--- src/rtl/jogo_pkg.sv ---
// Shared state codes and output bundle for the memory-game control unit.
// CONTROLE_TIMEOUT_EN enables the play-timeout path (conta_timeout and fim_timeout).
package jogo_pkg;

  localparam int ESTADO_W                 = 4;
  localparam int INTERVALO_RODADA_PADRAO  = 4;

  // Codes shared with the datapath and the hexa7seg debug display
  localparam logic [ESTADO_W-1:0] COD_INICIAL        = 4'h0;
  localparam logic [ESTADO_W-1:0] COD_PREPARACAO     = 4'h1;
  localparam logic [ESTADO_W-1:0] COD_INICIO_RODADA  = 4'h2;
  localparam logic [ESTADO_W-1:0] COD_ESPERA_JOGADA  = 4'h3;
  localparam logic [ESTADO_W-1:0] COD_REGISTRA       = 4'h4;
  localparam logic [ESTADO_W-1:0] COD_COMPARACAO     = 4'h5;
  localparam logic [ESTADO_W-1:0] COD_PROXIMA_JOGADA = 4'h6;
  localparam logic [ESTADO_W-1:0] COD_PAUSA_RODADA   = 4'h7;
  localparam logic [ESTADO_W-1:0] COD_FIM_ACERTOU    = 4'hA;
  localparam logic [ESTADO_W-1:0] COD_FIM_TIMEOUT    = 4'hD;
  localparam logic [ESTADO_W-1:0] COD_FIM_ERROU      = 4'hE;

  typedef enum logic [ESTADO_W-1:0] {
    INICIAL        = COD_INICIAL,
    PREPARACAO     = COD_PREPARACAO,
    INICIO_RODADA  = COD_INICIO_RODADA,
    ESPERA_JOGADA  = COD_ESPERA_JOGADA,
    REGISTRA       = COD_REGISTRA,
    COMPARACAO     = COD_COMPARACAO,
    PROXIMA_JOGADA = COD_PROXIMA_JOGADA,
    PAUSA_RODADA   = COD_PAUSA_RODADA,
    FIM_ACERTOU    = COD_FIM_ACERTOU,
    FIM_TIMEOUT    = COD_FIM_TIMEOUT,
    FIM_ERROU      = COD_FIM_ERROU
  } estado_t;

  typedef struct packed {
    logic zera_e;
    logic conta_e;
    logic zera_l;
    logic conta_l;
    logic zera_r;
    logic registra_r;
    logic zera_timeout;
    logic conta_timeout;
    logic pronto;
    logic ganhou;
    logic perdeu;
  } saidas_t;

  // Output decode for a state; primeira_pausa marks the first pausa_rodada cycle.
  function automatic saidas_t decodifica(input estado_t estado, input logic primeira_pausa);
    saidas_t s;
    s = '0;
    case (estado)
      PREPARACAO: begin
        s.zera_l       = 1'b1;
        s.zera_r       = 1'b1;
        s.zera_timeout = 1'b1;
      end
      INICIO_RODADA: begin
        s.zera_e       = 1'b1;
        s.zera_timeout = 1'b1;
      end
`ifdef CONTROLE_TIMEOUT_EN
      ESPERA_JOGADA:  s.conta_timeout = 1'b1;
`endif
      REGISTRA:       s.registra_r = 1'b1;
      PROXIMA_JOGADA: begin
        s.conta_e      = 1'b1;
        s.zera_timeout = 1'b1;
      end
      PAUSA_RODADA:   s.conta_l = primeira_pausa;
      FIM_ACERTOU: begin
        s.pronto = 1'b1;
        s.ganhou = 1'b1;
      end
      FIM_ERROU, FIM_TIMEOUT: begin
        s.pronto = 1'b1;
        s.perdeu = 1'b1;
      end
      default: s = '0;
    endcase
    return s;
  endfunction

endpackage

--- src/rtl/contador_pausa.sv ---
// 4-bit pause counter: clear has priority over count, fim_o flags the last pause cycle.
module contador_pausa #(
  parameter int LIMITE = 4
) (
  input  logic clock,
  input  logic reset,
  input  logic zera_i,
  input  logic conta_i,
  output logic fim_o
);

  localparam logic [3:0] VALOR_FIM = 4'(LIMITE - 1);

  logic [3:0] valor_q;
  logic [3:0] valor_d;

  always_comb begin
    valor_d = valor_q;
    if (zera_i) begin
      valor_d = '0;
    end else if (conta_i) begin
      valor_d = valor_q + 4'd1;
    end
  end

  // NOTE: state registers use non-blocking assignments so every flop samples pre-edge values.
  always_ff @(posedge clock) begin
    if (reset) begin
      valor_q <= '0;
    end else begin
      valor_q <= valor_d;
    end
  end

  assign fim_o = (valor_q == VALOR_FIM);

endmodule

--- src/rtl/controle_rodadas_jogo.sv ---
// Moore round sequencer for the memory game; outputs are registered from the next state.
// CONTROLE_TIMEOUT_EN: when defined, timeout in espera_jogada leads to fim_timeout.
module controle_rodadas_jogo
  import jogo_pkg::*;
#(
  parameter int INTERVALO_RODADA = INTERVALO_RODADA_PADRAO
) (
  input  logic       clock,
  input  logic       reset,
  input  logic       iniciar,
  input  logic       jogada,
  input  logic       igual,
  input  logic       fimE,
  input  logic       fimL,
  input  logic       timeout,
  output logic       zeraE,
  output logic       contaE,
  output logic       zeraL,
  output logic       contaL,
  output logic       zeraR,
  output logic       registraR,
  output logic       zera_timeout,
  output logic       conta_timeout,
  output logic       pronto,
  output logic       ganhou,
  output logic       perdeu,
  output logic [3:0] db_estado
);

  estado_t estado_q;
  estado_t estado_d;
  saidas_t saidas_q;
  logic    entra_pausa;
  logic    fim_pausa;
  logic    timeout_efetivo;

`ifdef CONTROLE_TIMEOUT_EN
  assign timeout_efetivo = timeout;
`else
  logic unused_timeout;
  assign unused_timeout  = timeout;
  assign timeout_efetivo = 1'b0;
`endif

  // NOTE: estado_d gets a default before the case so no path leaves it unassigned (no latch).
  always_comb begin
    estado_d = estado_q;
    case (estado_q)
      INICIAL:        if (iniciar) estado_d = PREPARACAO;
      PREPARACAO:     estado_d = INICIO_RODADA;
      INICIO_RODADA:  estado_d = ESPERA_JOGADA;
      ESPERA_JOGADA: begin
        if (jogada) begin
          estado_d = REGISTRA;
        end else if (timeout_efetivo) begin
          estado_d = FIM_TIMEOUT;
        end
      end
      REGISTRA:       estado_d = COMPARACAO;
      COMPARACAO: begin
        if (!igual) begin
          estado_d = FIM_ERROU;
        end else if (!fimE) begin
          estado_d = PROXIMA_JOGADA;
        end else if (fimL) begin
          estado_d = FIM_ACERTOU;
        end else begin
          estado_d = PAUSA_RODADA;
        end
      end
      PROXIMA_JOGADA: estado_d = ESPERA_JOGADA;
      PAUSA_RODADA:   if (fim_pausa) estado_d = INICIO_RODADA;
      FIM_ACERTOU, FIM_ERROU, FIM_TIMEOUT: begin
        if (iniciar) estado_d = PREPARACAO;
      end
      default:        estado_d = INICIAL;
    endcase
  end

  assign entra_pausa = (estado_d == PAUSA_RODADA) && (estado_q != PAUSA_RODADA);

  contador_pausa #(
    .LIMITE (INTERVALO_RODADA)
  ) u_contador_pausa (
    .clock   (clock),
    .reset   (reset),
    .zera_i  (entra_pausa),
    .conta_i (estado_q == PAUSA_RODADA),
    .fim_o   (fim_pausa)
  );

  // Outputs are decoded from the state being entered, so they line up with estado_q.
  always_ff @(posedge clock) begin
    if (reset) begin
      estado_q <= INICIAL;
      saidas_q <= '0;
    end else begin
      estado_q <= estado_d;
      saidas_q <= decodifica(estado_d, entra_pausa);
    end
  end

  assign zeraE         = saidas_q.zera_e;
  assign contaE        = saidas_q.conta_e;
  assign zeraL         = saidas_q.zera_l;
  assign contaL        = saidas_q.conta_l;
  assign zeraR         = saidas_q.zera_r;
  assign registraR     = saidas_q.registra_r;
  assign zera_timeout  = saidas_q.zera_timeout;
  assign conta_timeout = saidas_q.conta_timeout;
  assign pronto        = saidas_q.pronto;
  assign ganhou        = saidas_q.ganhou;
  assign perdeu        = saidas_q.perdeu;
  assign db_estado     = estado_q;

endmodule

--- config.mk ---
export PLATFORM = sky130hd
export DESIGN_NAME = controle_rodadas_jogo
export DESIGN_NICKNAME = d
export VERILOG_FILES = /design/src/rtl/jogo_pkg.sv /design/src/rtl/contador_pausa.sv /design/src/rtl/controle_rodadas_jogo.sv
export SDC_FILE = /design/constraint.sdc
export NUM_CORES = 1
export LEC_CHECK = 0
export ABC_AREA = 1
export CAP_MARGIN = 20
export CORE_UTILIZATION = 45
export DETAILED_ROUTE_END_ITERATION = 10
export HOLD_SLACK_MARGIN = 0.02
export PLACE_DENSITY = 0.76
export SETUP_SLACK_MARGIN = 0.15
export SYNTH_ARGS = -nofsm -noshare
export SYNTH_HDL_FRONTEND = slang
export SYNTH_SLANG_ARGS = --single-unit
--- constraint.sdc ---
create_clock -name clock -period 1.51 [get_ports clock]
set_input_delay 0.302 -clock clock [delete_from_list [all_inputs] [get_ports clock]]
set_output_delay 0.302 -clock clock [all_outputs]
set_load 0.1 [all_outputs]
==> results.json <==
{
  "status": "finished, final reports clean",
  "vias": 820,
  "io_pins": 23,
  "htreeDepth": 1,
  "drtIter0Drc": 21,
  "cp-end-kind": "flop",
  "seq_area_frac_synth": 0.415,
  "critPathMaxFanout": 7,
  "dp_hpwl_mm": 1.38,
  "hold_viol": 0,
  "synth_cell_types": 21,
  "grt.overflow.total": 0,
  "cts_tree": "built",
  "yosys.area.top_type_share": 0.415,
  "synth_area_um2": 821,
  "p_per_area_nw_per_um2": 1920,
  "area_growth_pct": 64.9,
  "use_met1": 0.219,
  "rows": 15,
  "wl_mm": 1.99,
  "critical_path_class": "flop to flop",
  "die_h_um": 44.7,
  "numCtsBuffers": 3,
  "crit_buf_inv": 1,
  "fin_cells": 172,
  "leakage_uw": 0.000659,
  "ant_nets": 0,
  "grt_pass1_wl_mm": 2.83,
  "final_util": 0.784,
  "cp.required_ns": 1.70,
  "die_w_um": 44.7,
  "synth_top_cell_by_area": "dfxtp_1",
  "fin_setup_tns_ns": 0,
  "use_met3": 0.0360,
  "busiest_layer": "met2",
  "grt_pass1_vias": 736,
  "cpMostUsedCell": "nand2_2",
  "setup_viol": 0,
  "clockBufferDepth": 2,
  "critPathMaxStageDelay_ns": 0.39,
  "fin_nets": 157,
  "vias_per_cell": 4.77,
  "grtUsageTotal": 0.191,
  "syn_inst": 118,
  "worst_hold_path_type": "primary input to flop",
  "synth.avg_cell_area_um2": 6.96,
  "gp_congestion": 0.888,
  "crit_family": "simple AND/OR/NAND/NOR gates",
  "ys_ff_latch": 17,
  "drive_gt1_frac": 0.415,
  "diodes": 0,
  "grtUsageMet2": 0.359,
  "clock-skew-final_ns": 0.00299,
  "layout_common_cells": "nand2_1 (22), nor2_1 (21), buf_12 (14)",
  "cts_root_buf": "clkbuf_4",
  "cp_slowest_cell": "dfxtp_4",
  "start_util": 0.475,
  "cap_violations": 0,
  "final_common_cell": "nand2_1",
  "synth_area_leaders": "dfxtp_1 (41%), nand2_1 (12%), nor2_1 (11%)",
  "synth-warning-count": 0,
  "post-place-cells": 163,
  "drv_slew": 0,
  "grt_max_degree": 11,
  "worstPathArrival_ns": 1.56,
  "antenna_found_initial": 0,
  "drc": 0,
  "rsz0062_at_grt": "false",
  "fin_ws_ns": 0.141,
  "numClockSinks": 17,
  "clk_pin_slew_ns": 0.10,
  "synth_fp_nets": 127,
  "max_freq_ghz": 0.730,
  "startpoint_type": "flop",
  "core_area_um2": 1730,
  "post_drt_wl_per_cell_um": 11.6,
  "portBuffers": 20,
  "irDropWorstVdd_mv": 1.23,
  "clock_latency_ns": 0.29,
  "period_needed_ns": 1.37,
  "worstPathCellList": "inv_6 -> nand2_8 -> nor2_4 -> nand2_2 -> nand2_1 -> nor2_2 -> nand2_2 -> nor2_1 -> nand2_2 -> nand2_1",
  "dp_slack_ns": -0.0733,
  "die-area_um2": 2000,
  "finalCritPeriodShare": 0.907,
  "first_pass_iters": 4
}
## repair_timing
action	in CTS	in global routing
endpoints found under the setup margin	0	4
setup buffers	0	5
hold endpoints to repair	0	0
hold buffers	0	0
gates resized for setup	0	19
## synthesized netlist by cell type
cell	instances
nand2_1	27
nor2_1	23
dfxtp_1	17
inv_1	13
nand2_2	9
nand3_1	4
a21oi_1	3
inv_2	3
o21ai_0	3
buf_4	2
nor2_2	2
nor2_4	2
xnor2_1	2
clkinv_1	1
conb_1	1
ha_1	1
nand3_2	1
nand4_1	1
o211ai_1	1
or2_2	1
xor2_1	1
## logic make-up after synthesis
logic type	after synthesis	synth area share
simple gates	70	0.392
compound gates	7	0.0457
xor+xnor	3	0.0320
flops	17	0.415
fa+ha+maj	1	0.0152
other cells	1	0.00457
buf+inv	19	0.0960
## flip-flops by register name, summed over array words and instances (netlist names)
register                  cells
contaL                        1
pronto                        1
ganhou                        1
registraR                     1
zeraR                         1
zeraE                         1
u_contador_pausa.valor_q      4
zera_timeout                  1
contaE                        1
perdeu                        1
db_estado                     4
## through the flow
stage / total power [uW] / hold WS, ns / instance area (um2)
floorplan: 1670 / 0.361 / 850
global placement: 2120 / 0.485 / 1220
detailed placement: 2150 / 0.512 / 1220
CTS: 2390 / 0.527 / 1250
global route: 2710 / 0.545 / 1350
finish: 2590 / 0.502 / 1350
## worst register-to-register path: stages, from the launching register on
cell     delay [ns]
dfxtp_4        0.39
inv_6          0.10
nand2_8        0.07
nor2_4         0.17
nand2_2        0.09
nand2_1        0.11
nor2_2         0.06
nand2_2        0.10
nor2_1         0.07
nand2_2        0.07
nand2_1        0.05
## layout make-up
cell class,count,area (um2)
inverters,17,68.8
clock buffers,3,22.5
fillers,138,373
well taps,25,31.3
flip-flops and latches,17,359
multi-input cells,82,472
clock inverters,1,5.00
repair buffers,27,395
## layer usage
layer  wire, um  share of wire
met1        787           0.40
met2       1100           0.55
met3         93          0.047
met4         11         0.0055
met5          0              0
## power breakdown
part           switching (uW)  internal (uW)
Sequential                126            545
Combinational            1090            587
Clock                     149           98.4
Total                    1360           1230
## worst paths after layout
kind | end | cells past startpoint | from | slack, ns
max | zera_timeout$_SDFF_PP0_ | 10 | db_estado[3]$_SDFF_PP0_ | 0.14
min | contaL$_SDFF_PP0_ | 7 | fimL | 0.50
max reg2reg | zera_timeout$_SDFF_PP0_ | 10 | db_estado[3]$_SDFF_PP0_ | 0.14
min reg2reg | u_contador_pausa.valor_q[1]$_SDFFE_PP0P_ | 2 | u_contador_pausa.valor_q[1]$_SDFFE_PP0P_ | 0.50
Note: power is estimated with default switching activity, not from simulation.
